$ cat config.mk
export PLATFORM = sky130hd
export DESIGN_NAME = count_seq_ctrl
export DESIGN_NICKNAME = d
export VERILOG_FILES = /design/src/rtl/count_seq_ctrl.sv
export SDC_FILE = /design/constraint.sdc
export NUM_CORES = 1
export LEC_CHECK = 0
export ABC_AREA = 0
export CAP_MARGIN = 20
export CORE_ASPECT_RATIO = 1.25
export CORE_MARGIN = 3
export CORE_UTILIZATION = 49
export DETAILED_ROUTE_END_ITERATION = 10
export PLACE_DENSITY = 0.78
export SKIP_LAST_GASP = 1
export SLEW_MARGIN = 20
export SYNTH_ARGS = -nofsm -noshare
export SYNTH_HDL_FRONTEND = slang
export SYNTH_SLANG_ARGS = --single-unit
export TNS_END_PERCENT = 5
$ cat constraint.sdc
create_clock -name clk -period 2.4 [get_ports clk]
set_clock_uncertainty 0.05 [all_clocks]
set_input_delay 0.48 -clock clk [delete_from_list [all_inputs] [get_ports clk]]
set_output_delay 0.48 -clock clk [all_outputs]
set_load 0.02 [all_outputs]
$ cat src/rtl/count_seq_ctrl.sv
// Launchable 4-bit up-counter with one-shot/periodic modes, pause/resume and abort.
// Terminal count, mode and wrap statistics are all held in registers; only busy is decoded.
module count_seq_ctrl #(
    parameter int W = 4
) (
    input  logic         clk,
    input  logic         rst,
    input  logic         start,
    input  logic         stop,
    input  logic         mode,
    input  logic [W-1:0] limit,
    output logic [W-1:0] q,
    output logic [1:0]   state,
    output logic         busy,
    output logic         done,
    output logic [W-1:0] wraps
);

    typedef enum logic [1:0] {
        IDLE = 2'b00,
        RUN  = 2'b01,
        HALT = 2'b10,
        DONE = 2'b11
    } state_t;

    localparam logic [W-1:0] WRAP_MAX = '1;

    state_t       st;
    logic [W-1:0] lim_r;
    logic         mode_r;
    logic         launch;
    logic         at_term;

    assign launch  = start && !stop;
    assign at_term = (q == lim_r);
    assign state   = st;
    assign busy    = (st == RUN) || (st == HALT);

    // done defaults low every edge; only the terminal-count branches raise it.
    always_ff @(posedge clk or negedge rst) begin
        if (!rst) begin
            st     <= IDLE;
            q      <= '0;
            done   <= 1'b0;
            wraps  <= '0;
            lim_r  <= '0;
            mode_r <= 1'b0;
        end else begin
            done <= 1'b0;
            case (st)
                IDLE: begin
                    if (launch) begin
                        q      <= '0;
                        wraps  <= '0;
                        lim_r  <= limit;
                        mode_r <= mode;
                        st     <= RUN;
                    end
                end
                RUN: begin
                    if (stop) begin
                        st <= HALT;
                    end else if (!at_term) begin
                        q <= q + 1'b1;
                    end else if (!mode_r) begin
                        done <= 1'b1;
                        st   <= DONE;
                    end else begin
                        q    <= '0;
                        done <= 1'b1;
                        if (wraps != WRAP_MAX)
                            wraps <= wraps + 1'b1;
                    end
                end
                HALT: begin
                    // stop while paused is an abort; the wrap tally survives it
                    if (stop) begin
                        q  <= '0;
                        st <= IDLE;
                    end else if (start) begin
                        st <= RUN;
                    end
                end
                DONE: begin
                    st <= IDLE;
                end
                default: begin
                    st <= IDLE;
                end
            endcase
        end
    end

endmodule

# Word level (Yosys, flattened, before mapping)

Cells that the tools add are included.

Flip-flop bits (word level): 16
Input port bits: 9
Output and inout bits: 12
Logic and storage cells: 54

Add/sub/neg operators: 2
Equal/unequal tests: 15
Mux-type cells: 21
Reduce and logical (&&, ||, !) cells: 10

Operators with widths:

| cell                                          | number |
|---|---|
| two-way mux 4 bit                             | 9 |
| two-way mux 2 bit                             | 6 |
| != test 3 bit, second input constant          | 4 |
| case mux 4 bit (3 select lines)               | 1 |
| != test 2 bit, second input constant          | 5 |
| adder 4 x 1 -> 4 bit, second input constant   | 2 |
| case mux 2 bit (4 select lines)               | 1 |
| case mux 4 bit (2 select lines)               | 1 |
| AND reduction 6 bit                           | 1 |
| AND reduction 5 bit                           | 1 |
| == test 2 bit, second input constant          | 2 |
| == test 4 bit                                 | 1 |
| != test 4 bit, second input constant          | 1 |
| AND reduction 4 bit                           | 1 |
| two-way mux 1 bit                             | 3 |
| nonzero test 3 bit                            | 1 |
| == test 2 x 1 -> 1 bit, second input constant | 1 |
| zero test 2 bit                               | 1 |
| != test 2 x 1 -> 1 bit, second input constant | 1 |
| AND reduction 2 bit                           | 1 |
| nonzero test 2 bit                            | 1 |
| logical AND 1 bit                             | 1 |
| zero test 1 bit                               | 1 |
| logical OR 1 bit                              | 1 |

# Longest topological paths before layout

Word-level depth: 6
Mapped depth: 7
Gate-level depth less buffers: 7

# Least setup slack after synthesis

No wires, ideal clock.

Path kind: register to register
Start: reg st[0], in the netlist state[0]
End: reg q[3]
Setup time: 0.104 ns
Data arrival time: 1.775 ns
Data required time: 2.246 ns
Path slack: 0.471 ns
Stages on the path, launching flop included: 8
Path buffers: 0
Clock period less this slack: 1.929 ns
Path through: dfrtp_1 -> inv_1 -> ha_1 -> nor2_1 -> a22oi_1 -> or2_2 -> nand2b_1 -> o311ai_1

Longest elaborated chain between the ends: 3
Elaborated cells on any way between the ends: 10
Classes of those cells: eq/ne: 6; mux: 1; reduce/logical: 3

Ends and longest elaborated chain:

| what                                                   | RTL line | RTL |
|---|---|---|
| start, declared                                        | 28       | `state_t st;` |
| start signal, assigned                                 | 42       | `st <= IDLE;` |
| start signal, assigned                                 | 57       | `st <= RUN;` |
| start signal, assigned                                 | 62       | `st <= HALT;` |
| == test 2 x 1 -> 1 bit (tied with other cells)         | 50       | `case (st)` |
| != test 3 bit (no source line) (tied with other cells) | n/a      |  |
| AND reduction 5 bit (no source line)                   | n/a      |  |
| end signal, assigned                                   | 64       | `q <= q + 1'b1;` |
| end, declared                                          | 12       | `output logic [W-1:0] q,` |

Parallel ways exist; a longest one is shown, timed or not.
A chain may end at the register's enable or synchronous reset.

# Final worst setup path

Start: reg st[0], in the netlist state[0]
End: out busy

Longest elaborated chain between the ends: 2
Elaborated cells on any way between the ends: 3
Classes of those cells: eq/ne: 2; reduce/logical: 1

Ends and longest elaborated chain:

| what                                                           | RTL line | RTL |
|---|---|---|
| == test 2 x 1 -> 1 bit / == test 2 bit (equally long branches) | 37       | `assign busy = (st == RUN) \|\| (st == HALT);` |
| logical OR 1 bit (*)                                           | 37       |  |
| end, declared                                                  | 14       | `output logic busy,` |

Mark *: on every way between the ends. The rest lies on a longest branch, timed or not.

==> flow_summary.yaml <==
outcome:
  status: "finished clean"
yosys:
  ys_seq_area_share_pct: 41.6
  ys_ff_latch: 16
  yosys_warnings: 0
  ys_types: 33
  syn_nets: 109
  netlist_area_um2: 963
  syn_area_per_cell_um2: 10.2
  postSynthCellCount: 94
cts:
  clk_pin_slew_ns: 0.09
  ctsResizeCount: 0
  htree_levels: 1
  postCtsSetupBuffers: 0
  cts_hold_buf: 0
  cts_inserted_buffers: 3
  clockBufferDepth: 2
  clock_sinks: 16
  cts.root.buffer_cell: "clkbuf_4"
  cts_tree: "done"
  clk_latency_ns: 0.29
finish:
  area_growth_syn_to_layout_pct: 27.0
  n_antenna_cell: 0
  drive_gt1_share_pct: 13.6
  num-fill-cells: 142
  nNetsFinal: 135
  fin_area_mm2: 0.00122
detailed_routing:
  wl_per_cell_um: 14.6
  viasPerCell: 5.78
  totalWireLength_um: 2000
  drt_iter0_markers: 25
  routed-via-count: 792
  drtPass1Iterations: 4
  route.detailed.drc: 0
  ant_nets: 0
setup_path:
  crit_fanout: 7
  setup.worst_path.start: "state[0]$_DFFE_PN0P_"
  path_class: "flop to output pin"
  cp-start-kind: "flop"
  cp_data_required_time_ns: 1.87
  end_kind: "output pin"
  reg2reg_from: "state[0]$_DFFE_PN0P_"
  worst-endpoint-arrival_ns: 1.73
floorplan:
  num_rows: 17
  start_util_pct: 53.3
  core_area_mm2: 0.00181
  dieWidth_um: 45.7
  io_pins: 21
  die_y_um: 55.6
  die_area_mm2: 0.00254
timing:
  worst_pin_slew_ns: 0.372
  final.min_clock_period_ns: 2.26
  maxSlewHeadroom_pct: 75.1
  fin_tns_setup_ns: 0
  drv_slew: 0
  max_freq_ghz: 0.443
  rsz0062_at_grt: "no"
  setup_viol: 0
  period_share_pct: 94.1
  hold_viol_final: 0
placed_design:
  placed_area_mm2: 0.00120
  hpwl_um: 1520
  io_buffers: 20
  place_congestion: 0.801
power:
  irDropWorstVdd_mv: 0.745
  p_per_area_mw_per_mm2: 1010
  power_leakage_uw: 0.000508
grt:
  grt_max_degree: 17
  grt_pass1_vias: 745
  track_usage_pct: 17.2
  antenna_found_initial: 0
  grt.overflow.total: 0
  grt_pass1_wl_um: 3370
job:
  max-cap-violations: 0
worst_hold_path:
  hold_class: "input port to asynchronous set/reset pin"
==> path summary, 6_finish.rpt <==
path,endpoint,slack (ns),depth (start not counted)
max reg2reg,q[3]$_DFFE_PN0P_,0.36,7
min in group clk,lim_r[0]$_DFFE_PN0P_,0.48,1
min reg2reg,lim_r[0]$_DFFE_PN0P_,0.48,1
min,state[0]$_DFFE_PN0P_,0.46,2
max,busy,0.14,3
max in group asynchronous,mode_r$_DFFE_PN0P_,1.65,2
==> cells in the final DEF, fill, tap and decap left out, drive strengths merged, types with 2 or more instances in the layout <==
master,instances
xnor2,4
ha,6
nand2b,5
o22ai,2
a22o,2
nor2,8
nor2b,2
o21ai,3
clkbuf,3
nand4,2
o211ai,4
inv,5
nand3,3
mux2,5
buf,3
a22oi,2
clkdlybuf4s50,20
o31ai,2
nor3,5
nand2,5
dfrtp,16
==> registers in the layout, indices dropped and copies added (netlist names) <==
register	cells
done	1
state	2
q	4
mode_r	1
wraps	4
lim_r	4
==> stage by stage <==
stage / setup WS [ns] / instances / utilization (%) / total power, µW / hold slack, ns
6_report: 0.141 / 137 / 67.7 / 1240 / 0.458
5_1_grt: 0.0554 / 137 / 67.7 / 1330 / 0.482
4_1_cts: 0.124 / 137 / 67.7 / 1240 / 0.463
3_5_place_dp: 0.134 / 134 / 66.4 / 1100 / 0.468
3_3_place_gp: 0.185 / 134 / 66.4 / 1090 / 0.465
2_1_floorplan: 0.471 / 94 / - / 883 / 0.134
==> layout make-up <==
type	instances	area (µm²)	share of cell area, %
sequential	16	400	32.7
multi-input combinational	71	536	43.8
inverter	5	18.8	1.53
clock buffer	3	22.5	1.84
tap	19	23.8	1.94
timing repair buffer	23	223	18.2
==> cell usage after synthesis (all sizes together) <==
master / instances / share of area, %
nand3: 3 / 1.6
xor2: 1 / 0.91
a32o: 1 / 1.0
a21boi: 1 / 0.78
nor3: 5 / 3.8
or2: 1 / 0.65
clkbuf: 1 / 0.39
inv: 5 / 1.9
o2bb2ai: 1 / 0.91
nand4: 2 / 1.9
nand2b: 5 / 3.2
nor2: 8 / 3.1
nor3b: 1 / 1.3
o31ai: 2 / 1.6
o21ai: 3 / 1.6
a2111oi: 1 / 1.6
nand3b: 1 / 0.78
ha: 6 / 7.8
o22ai: 2 / 1.3
buf: 1 / 0.52
o311ai: 1 / 0.91
mux2: 5 / 5.8
o211ai: 4 / 3.1
nand2: 5 / 1.9
a22o: 2 / 1.8
dfrtp: 16 / 42
xnor2: 4 / 3.6
and2: 1 / 0.65
nor2b: 2 / 1.3
a22oi: 2 / 1.6
mux2i: 1 / 1.0
==> cells by family (layout without fill, tap and decap cells) <==
group           after synthesis  count (layout)  synth area share, %
simple gates                 34              34                 20.3
compound gates               20              20                 16.1
xor+xnor                      5               5                 4.55
fa+ha+maj                     6               6                 7.79
flops                        16              16                 41.6
mux                           6               6                 6.88
buf+inv                       7              31                 2.86
==> power by group <==
group          switching [µW]  internal, µW
sequential               93.0           350
combinational             346           307
clock                    83.9          58.4
==> critical path, stage by stage, from the launching register on <==
cell and delay (ns):
dfrtp_1 0.47, inv_1 0.09, ha_1 0.28, clkdlybuf4s50_1 0.59
==> per-layer routing <==
metal | part of all wire [%] | wire, µm | global-route usage, %
met5 | 0 | 0 | 0
met4 | 1.1 | 22 | 3.77
met3 | 3.5 | 69 | 3.24
met2 | 51 | 1020 | 26.1
met1 | 45 | 893 | 24.7
(Power assumes the default switching activity.)
